===== src/rtl/rst_seq_gen_pkg.sv =====
// Shared types for the reset sequencer: FSM state encoding and a small sizing helper.
package rst_seq_pkg;

    typedef enum logic [1:0] {
        HOLD,
        RELEASE,
        RUN
    } rst_seq_state_t;

    function automatic int max_int(input int a, input int b);
        return (a > b) ? a : b;
    endfunction

endpackage


===== src/rtl/rise_edge_det.sv =====
// Registered rising-edge detector; trig_q holds the previous input sample.
module rise_edge_det (
    input  logic clk,
    input  logic rst_n,
    input  logic d,
    output logic rise
);

    logic trig_q;

    always_ff @(posedge clk) begin
        if (!rst_n) trig_q <= 1'b0;
        else        trig_q <= d;
    end

    assign rise = d & ~trig_q;

endmodule


===== src/rtl/rst_seq_gen.sv =====
// Releases N_OUT active-low resets one slot at a time after a common hold period,
// with software-triggered partial re-reset of a selected subset.
module rst_seq_gen
    import rst_seq_pkg::*;
#(
    parameter int N_OUT       = 4,
    parameter int HOLD_CYCLES = 16,
    parameter int STEP_CYCLES = 8
) (
    input  logic             clk,
    input  logic             rst_n,
    input  logic             trigger,
    input  logic [N_OUT-1:0] trigger_sel,
    output logic [N_OUT-1:0] rst_n_out,
    output logic             busy,
    output logic             done
);

    localparam int CNT_W = $clog2(max_int(HOLD_CYCLES, STEP_CYCLES) + 1);
    localparam int IDX_W = $clog2(N_OUT + 1);
    localparam logic [CNT_W-1:0] HOLD_LAST = CNT_W'(HOLD_CYCLES - 1);
    localparam logic [CNT_W-1:0] STEP_LAST = CNT_W'(STEP_CYCLES - 1);
    localparam logic [IDX_W-1:0] IDX_LAST  = IDX_W'(N_OUT - 1);

    rst_seq_state_t   state;
    logic [CNT_W-1:0] cnt;
    logic [IDX_W-1:0] idx;
    logic [N_OUT-1:0] mask;
    logic             started;
    logic             trig_rise;
    logic             trig_go;

    rise_edge_det u_trig_det (
        .clk   (clk),
        .rst_n (rst_n),
        .d     (trigger),
        .rise  (trig_rise)
    );

    assign trig_go = trig_rise & (|trigger_sel);

    always_ff @(posedge clk) begin
        if (!rst_n) begin
            state     <= HOLD;
            cnt       <= '0;
            idx       <= '0;
            mask      <= '1;
            started   <= 1'b0;
            rst_n_out <= '0;
            busy      <= 1'b1;
            done      <= 1'b0;
        end else begin
            done <= 1'b0;
            if (trig_go) begin
                // Outputs still held low stay in the sequence so they get released too.
                mask      <= trigger_sel | ~rst_n_out;
                rst_n_out <= rst_n_out & ~trigger_sel;
                state     <= HOLD;
                cnt       <= '0;
                idx       <= '0;
                busy      <= 1'b1;
                started   <= 1'b1;
            end else begin
                case (state)
                    HOLD: begin
                        // First cycle out of reset plays the role of the trigger edge,
                        // so power-on and soft-reset share the same release timing.
                        if (!started) begin
                            started <= 1'b1;
                        end else if (cnt == HOLD_LAST) begin
                            if (mask[0]) rst_n_out[0] <= 1'b1;
                            cnt <= '0;
                            idx <= IDX_W'(1);
                            if (N_OUT == 1) begin
                                state <= RUN;
                                busy  <= 1'b0;
                                done  <= 1'b1;
                            end else begin
                                state <= RELEASE;
                            end
                        end else begin
                            cnt <= cnt + CNT_W'(1);
                        end
                    end
                    RELEASE: begin
                        if (cnt == STEP_LAST) begin
                            for (int i = 0; i < N_OUT; i++) begin
                                if (IDX_W'(i) == idx && mask[i]) rst_n_out[i] <= 1'b1;
                            end
                            cnt <= '0;
                            idx <= idx + IDX_W'(1);
                            if (idx == IDX_LAST) begin
                                state <= RUN;
                                busy  <= 1'b0;
                                done  <= 1'b1;
                            end
                        end else begin
                            cnt <= cnt + CNT_W'(1);
                        end
                    end
                    RUN: ;
                    default: state <= HOLD;
                endcase
            end
        end
    end

endmodule

===== config.mk =====
export PLATFORM = sky130hd
export DESIGN_NAME = rst_seq_gen
export DESIGN_NICKNAME = d
export VERILOG_FILES = /design/src/rtl/rst_seq_gen_pkg.sv /design/src/rtl/rise_edge_det.sv /design/src/rtl/rst_seq_gen.sv
export SDC_FILE = /design/constraint.sdc
export NUM_CORES = 1
export LEC_CHECK = 0
export BUFFER_PORTS_ARGS = -buffer_cell sky130_fd_sc_hd__buf_2
export CAP_MARGIN = 20
export CORE_MARGIN = 4
export CORE_UTILIZATION = 40
export DETAILED_ROUTE_END_ITERATION = 16
export SYNTH_ARGS = -nofsm -noshare
export SYNTH_HDL_FRONTEND = slang
export SYNTH_SLANG_ARGS = --single-unit
export TNS_END_PERCENT = 1

===== constraint.sdc =====
create_clock -name clk -period 1.8 [get_ports clk]
set_input_delay 0.09 -clock clk [delete_from_list [all_inputs] [get_ports clk]]
set_output_delay 0.09 -clock clk [all_outputs]
set_load 0.02 [all_outputs]

==> impl_metrics.csv <==
group,metric,value,unit
logic_synthesis,synth.top_cell.area_share,42.0,%
route,vias_per_cell,5.31,
worst_setup_path,required,2040,ps
die,die_x,59.2,um
finish,nNetsFinal,154,
power,p_sw_share,19.9,%
sta,rsz0062_at_grt,"false",
die,boundaryPins,13,
logic_synthesis,synth_fp_nets,137,
die,core_area,2500,sq um
clock_tree,cts_sinks,22,
global_route,grt_pass1_wl,3730,um
min_path,min_path_type,"input port to register",
logic_synthesis,synthCells,122,
sta,layout_setup_ws,95.3,ps
clock_tree,h-tree-depth,1,
route,routed_wirelength,2190,um
die,dieArea,3510,sq um
sta,finalHoldViolations,0,
logic_synthesis,syn-cell-area,1050,sq um
sta,fmax,587,MHz
finish,fin_area,1240,sq um
placement,portBuffers,12,
job,maxCapViolCount,0,
worst_setup_path,crit_path_end_kind,"register",
sta,fin_skew,10.9,ps
logic_synthesis,synthDistinctLibCells,33,
power,max-vdd-ir-drop,0.000580,V
power,pwr-share-seq,53.9,%
global_route,antenna_found_initial,0,
global_route,grt_max_degree,14,
sta,tightest_slew,769,ps
finish,diodes,0,
die,rows,18,
clock_tree,post_cts_buffers,0,
logic_synthesis,synth.most_common_cell,"dfxtp_1",
sta,timing.final.crit_share,94.7,%
logic_synthesis,synth_edf_count,0,
power,switchingPower,0.184,mW
clock_tree,clock_latency,300,ps
logic_synthesis,ys.flop_type,"dfxtp_1",
power,internal_power,0.740,mW
placement,dpl_cell_area,1150,sq um
status,outcome,"finished, final reports clean",
worst_setup_path,path_max_fanout,5,
route,antenna_left,0,
logic_synthesis,synthArstFlopShare,0,%
global_route,grt_pass1_vias,878,
logic_synthesis,ys_ff_latch,22,
power,p_leak,0.493,nW
finish,syn2layout_area_growth,18.0,%
clock_tree,cts_buffers,3,
placement,place_worst_setup_slack,47.2,ps
route,drt_first_iter_violations,22,
min_path,hold_depth,2,
worst_setup_path,path_class,"register to register",
worst_setup_path,startpoint_type,"register",
logic_synthesis,synth_area_leaders,"dfxtp_1 (42%), ha_1 (9.5%), o21ai_0 (5.7%)",
power,combPwrFrac,5.9,%
finish,drive_gt1_share,20.3,%
sta,finalMaxSlewViolations,0,
worst_setup_path,reg2reg_depth,6,
placement,place_hpwl,1610,um
logic_synthesis,syn_area_per_cell,8.60,sq um
power,clkPwrFrac,40.2,%
logic_synthesis,synth_top_cell_by_area,"dfxtp_1",
finish,nFillCells,243,
route,vias,892,
placement,place_inst,163,
logic_synthesis,yosys_warnings,0,
logic_synthesis,synthTopCellsByCount,"dfxtp_1 (22), o21ai_0 (12), a21oi_1 (10), inv_1 (9), nor2_1 (9)",
global_route,grt_usage,13.6,%
placement,gp_congestion,0.770,
worst_setup_path,cp.arrival,1940,ps
route,wl_per_cell,13.0,um
logic_synthesis,synth_seq_area_share,42.0,%
sta,slew_headroom,48.6,%
power,power_density,746,nW/um^2
clock_tree,clkTransAtPathRegs,130,ps
clock_tree,root_buffer,"clkbuf_4",
die,die_h,59.2,um
power,power,0.924,mW
finish,stdcell_count,168,
global_route,overflow,0,
clock_tree,cts_tree,"done",
route,first_pass_iters,4,
route,route.detailed.drc,0,
sta,layout_min_cycle_time,1700,ps
die,start_util,42.0,%
clock_tree,ctsLongestPathBuffers,2,
sta,finalSetupViolations,0,
sta,setup_tns,0,ps
-- power groups by stage --
| stage | Sequential, mW | Clock, mW | Combinational, mW |
|---|---|---|---|
| after floorplan | 0.507 | 0 | 0.0316 |
| after global placement | 0.507 | 0 | 0.0497 |
| after detailed placement | 0.508 | 0 | 0.0516 |
| after CTS | 0.497 | 0.385 | 0.0535 |
| after global routing | 0.500 | 0.406 | 0.0620 |
| final | 0.498 | 0.372 | 0.0545 |
-- worst max-delay path: stages (launching register included) --
cell	delay (ps)
dfxtp_2	400
ha_4	150
and3_1	180
ha_2	200
mux2i_2	100
or4_1	490
a21boi_1	120
-- per-layer routing --
layer	wire (um)	vias to the layer above	GRT usage (%)
met5	0	-	0
met4	21	0	4.85
met3	87	2	1.96
met2	1050	12	23.7
met1	1030	424	16.8
li1	-	454	-
-- sequential cells by signal (all words and copies together) (netlist names) --
name	count
u_trig_det.trig_q	1
started	1
idx	3
mask	4
busy	1
rst_n_out	4
state	2
cnt	5
done	1
-- through the flow --
| stage | util [%] | hold WS [ps] |
|---|---|---|
| after floorplan | - | 212 |
| after global placement | 46.2 | 312 |
| after detailed placement | 46.2 | 317 |
| after CTS | 48.7 | 60.6 |
| after global routing | 49.5 | 65.1 |
| final | 49.5 | 69.4 |
-- placed cells by master, fill, tap and decap left out, types with 3 or more instances in the layout --
cell      instances
dfxtp_1          20
ha_1              6
o21ai_0          12
nor2_1            9
buf_4             4
buf_2            12
and3_1            6
inv_1             9
a21oi_1          10
clkbuf_4          3
nand2_1           8
nand2b_1          5
-- final cells by class --
class                   instances  area [sq um]  share of cell area [%]
clock buffers                   3          22.5                    1.82
flip-flops and latches         22           443                    35.8
well taps                      30          37.5                    3.03
multi-input cells              86           572                    46.2
repair buffers                 17           100                    8.08
inverters                       9          33.8                    2.73
clock inverters                 1          30.0                    2.42
-- path summary, 6_finish.rpt --
kind	start	endpoint	slack (ps)
max	cnt[0]	rst_n_out[0]	100
min reg2reg	mask[2]	rst_n_out[2]	470
min	rst_n	mask[0]	70
max reg2reg	cnt[0]	rst_n_out[0]	100
-- what timing repair did --
item                                   4_1_cts  5_1_grt
gates resized for setup                      0        6
hold buffers                                 1        0
endpoints found under the hold margin        1        0
setup endpoints to repair                    0        7
-- kinds of logic (layout without fill, tap and decap cells) --
kind of cell | after synthesis | in the layout | share of synthesized area [%]
flops | 22 | 22 | 42.0
compound gates | 34 | 34 | 19.5
mux | 1 | 1 | 0.954
xor+xnor | 1 | 1 | 0.834
fa+ha+maj | 8 | 8 | 9.54
simple gates | 42 | 42 | 21.8
buf+inv | 14 | 30 | 5.36
No activity file was read; power rests on OpenSTA's default activity.
